[src/rtl/hazard_tracker.sv]
// rtl/hazard_tracker.sv - D-stage hazard detection, forwarding select and MDU busy tracking
// Tracks destination/ready-time of NSTAGE in-flight slots behind D.
module hazard_tracker #(
    parameter int NSTAGE   = 3,
    parameter int MULT_LAT = 5,
    parameter int DIV_LAT  = 10
) (
    input  logic       clk,
    input  logic       reset,
    input  logic       d_valid,
    input  logic [4:0] d_a1,
    input  logic [4:0] d_a2,
    input  logic [1:0] d_tuse1,
    input  logic [1:0] d_tuse2,
    input  logic [4:0] d_a3,
    input  logic [1:0] d_tnew,
    input  logic       d_mdu_req,
    input  logic       d_mdu_start,
    input  logic       d_mdu_div,
    input  logic       flush,
    output logic       stall,
    output logic [2:0] fwd_sel1,
    output logic [2:0] fwd_sel2,
    output logic       mdu_busy
);

    logic [4:0] r_a3  [NSTAGE];
    logic [1:0] r_rem [NSTAGE];
    logic [3:0] r_mdu_cnt;

    logic       w_hit1, w_hit2;
    logic [2:0] w_idx1, w_idx2;
    logic [1:0] w_rem1, w_rem2;
    logic       w_stall1, w_stall2, w_mdu_stall;
    logic       w_accept;
    logic [1:0] w_rem_new;

    // Scan oldest to youngest so the lowest-index match overwrites older ones.
    always_comb begin
        w_hit1 = 1'b0;
        w_idx1 = 3'd0;
        w_rem1 = 2'd0;
        w_hit2 = 1'b0;
        w_idx2 = 3'd0;
        w_rem2 = 2'd0;
        for (int k = NSTAGE - 1; k >= 0; k--) begin
            if (d_a1 != 5'd0 && r_a3[k] == d_a1) begin
                w_hit1 = 1'b1;
                w_idx1 = 3'(k);
                w_rem1 = r_rem[k];
            end
            if (d_a2 != 5'd0 && r_a3[k] == d_a2) begin
                w_hit2 = 1'b1;
                w_idx2 = 3'(k);
                w_rem2 = r_rem[k];
            end
        end
    end

    assign w_stall1    = d_valid && w_hit1 && (w_rem1 > d_tuse1);
    assign w_stall2    = d_valid && w_hit2 && (w_rem2 > d_tuse2);
    assign w_mdu_stall = d_valid && d_mdu_req && (r_mdu_cnt != 4'd0);
    assign stall       = w_stall1 || w_stall2 || w_mdu_stall;
    assign fwd_sel1    = (w_hit1 && w_rem1 == 2'd0) ? w_idx1 + 3'd1 : 3'd0;
    assign fwd_sel2    = (w_hit2 && w_rem2 == 2'd0) ? w_idx2 + 3'd1 : 3'd0;
    assign mdu_busy    = (r_mdu_cnt != 4'd0);

    assign w_accept  = d_valid && !stall && !flush;
    assign w_rem_new = (d_tnew == 2'd0) ? 2'd0 : d_tnew - 2'd1;

    always_ff @(posedge clk) begin
        if (reset) begin
            for (int k = 0; k < NSTAGE; k++) begin
                r_a3[k]  <= 5'd0;
                r_rem[k] <= 2'd0;
            end
            r_mdu_cnt <= 4'd0;
        end else begin
            if (flush) begin
                for (int k = 0; k < NSTAGE; k++) begin
                    r_a3[k]  <= 5'd0;
                    r_rem[k] <= 2'd0;
                end
            end else begin
                r_a3[0]  <= w_accept ? d_a3 : 5'd0;
                r_rem[0] <= w_accept ? w_rem_new : 2'd0;
                for (int k = 1; k < NSTAGE; k++) begin
                    r_a3[k]  <= r_a3[k-1];
                    r_rem[k] <= (r_rem[k-1] == 2'd0) ? 2'd0 : r_rem[k-1] - 2'd1;
                end
            end
            // The counter keeps running through a flush.
            if (w_accept && d_mdu_start)
                r_mdu_cnt <= d_mdu_div ? 4'(DIV_LAT) : 4'(MULT_LAT);
            else if (r_mdu_cnt != 4'd0)
                r_mdu_cnt <= r_mdu_cnt - 4'd1;
        end
    end

endmodule

[config.mk]
export PLATFORM = sky130hd
export DESIGN_NAME = hazard_tracker
export DESIGN_NICKNAME = d
export VERILOG_FILES = /design/src/rtl/hazard_tracker.sv
export SDC_FILE = /design/constraint.sdc
export NUM_CORES = 1
export LEC_CHECK = 0
export ABC_AREA = 1
export CAP_MARGIN = 25
export CORE_ASPECT_RATIO = 0.9
export CORE_UTILIZATION = 40
export CTS_CLUSTER_SIZE = 20
export DETAILED_ROUTE_END_ITERATION = 8
export DONT_BUFFER_PORTS = 1
export PLACE_DENSITY_LB_ADDON = 0.1
export SKIP_LAST_GASP = 1
export SLEW_MARGIN = 20
export SYNTH_ARGS = -nofsm -noshare
export SYNTH_HDL_FRONTEND = slang
export SYNTH_SLANG_ARGS = --single-unit
[constraint.sdc]
create_clock -name clk -period 3.2 [get_ports clk]
set_input_delay 0.8 -clock clk [delete_from_list [all_inputs] [get_ports clk]]
set_output_delay 0.8 -clock clk [all_outputs]
set_load 0.01 [all_outputs]
**Yosys cells after proc, flatten, opt, wreduce, memory -nomap -nowiden**

Memory sizes are Yosys's and may differ from the RTL's.
Cells that the tools add are included.

- Memories: 2
- Word-level logic and storage cells: 107
- Bits in registers: 4
- Input bits: 28
- Memory bits (writable): 21

- Mux-type cells: 48
- Add/subtract/negate cells: 6
- Reduce and logical (&&, ||, !) cells: 30
- $lt $le $gt $ge: 2
- Bitwise gates (word level): 12
- Eq/ne operators: 6

Memory list:

| memory | depth | width | rd ports | clocked after memory_dff | wr ports | RTL line | text |
|---|---|---|---|---|---|---|---|
| r_a3 | 3 | 5 | 3 | 0 | 3 | 27 | `logic [4:0] r_a3 [NSTAGE];` |
| r_rem | 3 | 2 | 3 | 0 | 3 | 28 | `logic [1:0] r_rem [NSTAGE];` |

Operators by type and width:

| operator | number |
|---|---|
| 2-bit two-way mux | 18 |
| 5-bit two-way mux | 7 |
| 5-bit == test | 6 |
| 3-bit two-way mux | 6 |
| 1-bit logical AND | 17 |
| 1-bit two-way mux | 14 |
| 4-bit two-way mux | 3 |
| 1-bit OR | 12 |
| 2-bit zero test | 5 |
| 5-bit nonzero test | 2 |
| 3-bit by 1-bit adder with 3-bit output (second input constant) | 2 |
| 2-bit by 1-bit subtractor with 2-bit output (second input constant) | 3 |
| 2-bit greater-than comparator | 2 |
| 4-bit nonzero test | 1 |
| 4-bit by 1-bit subtractor with 4-bit output (second input constant) | 1 |
| 1-bit zero test | 2 |
| 1-bit logical OR | 2 |
| 2-bit nonzero test | 1 |

**Logic depth before layout (Yosys ltp)**

An unclocked memory read counts as a cell.

- Word-level depth: 15
- Depth in mapped cells: 19
- Gate-level depth less buffers: 19

**Worst setup path before layout**

Ideal clock, no wire load.

- Kind: input to output
- Start point: input port d_a1[2]
- End point: output port stall
- Buffers on the path: 0
- Arrival: 2,432 ps
- Stages on the path: 15
- Slack: -32 ps
- Path through: or2_1 -> nor2_2 -> nor2_1 -> nand2_2 -> nand3_1 -> o221ai_1 -> o21ai_0 -> inv_1 -> ha_1 -> a21oi_1 -> a21oi_1 -> nand2_2 -> inv_2 -> nor2_4 -> nor2_1

- Longest elaborated chain between the ends: 9

RTL lines:

| what | RTL line | text |
|---|---|---|
| start: declaration | 11 | `input logic [4:0] d_a1,` |
| 5-bit == test / 5-bit nonzero test (equally long branches) | 47 | `if (d_a1 != 5'd0 && r_a3[k] == d_a1) begin` |
| 1-bit logical AND | 47 |  |
| 2-bit two-way mux / 1-bit two-way mux (equally long branches) (3 in series) | 47 |  |
| 2-bit greater-than comparator / 1-bit logical AND (equally long branches) | 60 | `assign w_stall1 = d_valid && w_hit1 && (w_rem1 > d_tuse1);` |
| 1-bit logical AND * | 60 |  |
| 1-bit logical OR * (2 in series) | 63 | `assign stall = w_stall1 \|\| w_stall2 \|\| w_mdu_stall;` |
| end: declaration | 21 | `output logic stall,` |

Mark *: on every way between the ends. The rest lies on a longest branch, timed or not.

**Worst setup path in the final report**

Ends and elaborated chain as after synthesis.

==> key figures <==
Critical path
  • CP Max Fanout: 5
  • Setup CP Type: primary input to output port
  • Worst r2r path cells: 17
  • R2r setup slk: around 0.42 ns
  • Reg-to-reg critical path endpoint: r_rem[0][1]
  • Arrival time worst endpoint: 2.49 ns
  • Reg-to-Reg Start: r_a3[0][13]
  • Crit path capture: stall
  • CP startpoint kind: primary input
  • Required @ worst endpoint: roughly 2.4 ns
  • Crit path from: d_a1[2]
  • CP Capture Type: output port

Global route
  • Number of global-route vias before repair: roughly 1400
  • Initial antenna violation count: 0
  • Gr ovfl total: 0
  • Wire length of the first global-routing pass: 6134 µm
  • Total GRT Usage: 0.1639
  • Pin count of the biggest net entering global routing: 17

Route
  • Routed WL per cell: roughly 11 µm
  • 1st-iter DRT viols: 51
  • Initial DRT Pass Iterations: 4
  • Post-route ant nets: 0
  • Remaining DRCs: 0
  • Via count: roughly 1500
  • Final WL: roughly 3900 µm
  • Vias per cell: 4.339

Synth
  • Flops & latches, synth: 25
  • Synth cell types: 26
  • Synth top area share: 0.3320
  • Post-Syn Area: 0.001899 mm²
  • Sequential fraction of the synthesis area: 0.3742
  • Syn Area/Cell: 7.507 µm²
  • Largest cells by area after synthesis: edfxtp_1 (33%), inv_1 (10%), nand2_1 (8.9%)
  • Synth Instances: ~250
  • Cell taking the most area after synthesis: edfxtp_1
  • Yosys warns: 0

Clock network
  • Total CTS buffers: 3
  • H-tree levels: 1
  • Max clock buf depth: 2
  • CTS tree: built
  • Total clock sinks: 25
  • CTS clk-pin slew, worst paths: 0.10 ns
  • Worst-skew pair later-pin latency: roughly 0.28 ns
  • Clock root cell: clkbuf_8

Pwr
  • Combinational Power Share: 0.336
  • Power Density: 408.8 mW/mm²
  • Total design power: 0.9364 mW
  • Clk network pwr share: 0.222
  • NetSw: roughly 0.32 mW
  • Reg power frac: 0.442
  • Worst vdd ir: approximately 0.00025 V
  • Internal Power: about 0.6 mW
  • Sw Share: 0.3453
  • Pleak: between 1 and 1.5 nW

Outcome
  • Status: finished with violations
  • Failing checks: negative setup slack

Place
  • Port Buf Inserts: 0
  • Dpl cell area: between 0.002 and 0.0025 mm²
  • GPL Wtd Cong: ~0.9
  • Detailed placement HPWL: 3020 µm
  • # placed instances: approximately 340

STA
  • Post-route clock period utilization: 1.028
  • Max Transition Viols Final: 0
  • Final Hold Fails: 0
  • Final worst slack: -0.08902 ns
  • F_max: between 300 and 400 MHz
  • Worst hold slack: 0.5130 ns
  • Setup violators final: 1
  • Min cycle time layout: 3.289 ns
  • RSZ-0062 raised after global routing: true
  • Clk_skew: approximately 0.0073 ns

Die
  • Die Y-Extent: 67.37 µm
  • Core box area: around 0.0045 mm²
  • # IOs: 36
  • Row count: 23
  • Die footprint: between 0.005 and 0.006 mm²
  • Starting Density: 0.4204
  • Die X: about 75 µm

Finish
  • Layout Cells excl Fill: 351
  • Diodes inserted: 0
  • Nets: approximately 330
  • Layout cells sized above 1: 0.1661
  • Design Area, Final: ~0.0023 mm²
  • Layout area overhead: 20.62%

Worst hold path
  • Min-Delay Path Class: flip-flop to flip-flop

Job
  • # Max-Cap Violations: 0
worst min path at each step:
stage | from | end | slack (ns) | depth (start not counted)
3_3_place_gp | r_mdu_cnt[1] | r_mdu_cnt[1] | 0.50 | 2
5_1_grt | r_mdu_cnt[1] | r_mdu_cnt[1] | 0.54 | 2
4_1_cts | r_mdu_cnt[1] | r_mdu_cnt[1] | 0.52 | 2
2_1_floorplan | r_mdu_cnt[1] | r_mdu_cnt[1] | 0.47 | 2
6_report | r_mdu_cnt[1] | r_mdu_cnt[1] | 0.51 | 2
3_5_place_dp | r_mdu_cnt[1] | r_mdu_cnt[1] | 0.50 | 2
cell families (layout without fill, tap and decap cells):
logic type / count (synthesis) / count (layout) / synth area share
AND/OR/NAND/NOR: 118 / 118 / 0.2760
XOR/XNOR: 24 / 24 / 0.1107
flip-flops: 25 / 25 / 0.3742
buffers and inverters: 56 / 72 / 0.1107
other: 1 / 21 / 0.001974
AO/OA/AOI/OAI: 18 / 18 / 0.05402
adder cells (fa/ha/maj): 11 / 11 / 0.07246
cells in the final DEF (no fill, tap or decap), types with 4 or more instances in the layout:
master | Yosys | layout
a21oi_1 | 11 | 6
a21oi_2 | 0 | 5
buf_4 | 0 | 14
conb_1 | 1 | 21
dfxtp_1 | 4 | 4
edfxtp_1 | 21 | 21
ha_1 | 11 | 10
inv_1 | 53 | 52
nand2_1 | 45 | 43
nand2_2 | 4 | 6
nand3_1 | 7 | 6
nand4_1 | 4 | 4
nor2_1 | 44 | 40
nor3_1 | 5 | 5
xnor2_1 | 16 | 16
xor2_1 | 8 | 8
synth_stat cells, drive strengths merged:
master	number
nor2	46
o21ai	2
edfxtp	21
clkbuf	2
a21oi	11
conb	1
nand2	49
o211ai	1
nand3	10
nor3	5
xnor2	16
o22ai	2
o221ai	2
nand4	4
xor2	8
dfxtp	4
ha	11
or2	4
inv	54
routing by layer:
layer | global-route usage | vias up | routed length (µm)
met1 | 0.2116 | 664 | 1911
met5 | 0 | - | 0
li1 | - | 834 | -
met4 | 0.02830 | 0 | 27
met3 | 0.04179 | 2 | 138
met2 | 0.2793 | 23 | 1786
timing repair:
item,CTS,global route
endpoints found under the setup margin,1,1
buffers inserted,3,2
hold buffers,0,0
gates resized for setup,8,12
pin swaps,5,11
registers in the layout, summed over array words and instances (netlist names):
signal,count
r_mdu_cnt,4
r_rem,6
r_a3,15
final cells by class:
class,count,area [µm²]
tap,62,77.57
inverter,54,202.7
multi-input combinational,192,1145
clock buffer,3,41.29
sequential,25,710.7
timing repair buffer,14,105.1
fill,481,2227
clock inverter,1,8.758
per-stage QoR:
| stage | setup TNS (ns) | utilization | setup slack [ns] |
|---|---|---|---|
| floorplan | 0 | - | 0.004793 |
| global placement | -0.1396 | 0.4680 | -0.1396 |
| detailed placement | -0.1594 | 0.4680 | -0.1594 |
| CTS | -0.04009 | 0.4918 | -0.04009 |
| global route | -0.2141 | 0.5071 | -0.2141 |
| finish | -0.08902 | 0.5071 | -0.08902 |
worst max-delay path, stage by stage:
cell and delay [ns]:
or2_4 0.24, nor2_4 0.13, nor2_1 0.06, nand2_2 0.09, nand3_2 0.12, o221ai_4 0.19, o21ai_2 0.09, inv_2 0.07
ha_4 0.20, a21oi_2 0.13, a21oi_1 0.06, nand2_2 0.09, inv_2 0.04, nor2_4 0.13, nor2_4 0.05
power by group through the flow:
stage	sequential [mW]	combinational (mW)	clock (mW)
3_5_place_dp	0.420	0.295	0
5_1_grt	0.419	0.358	0.229
3_3_place_gp	0.421	0.289	0
2_1_floorplan	0.414	0.238	0
4_1_cts	0.414	0.306	0.219
6_report	0.414	0.314	0.208
(Power assumes the default switching activity.)
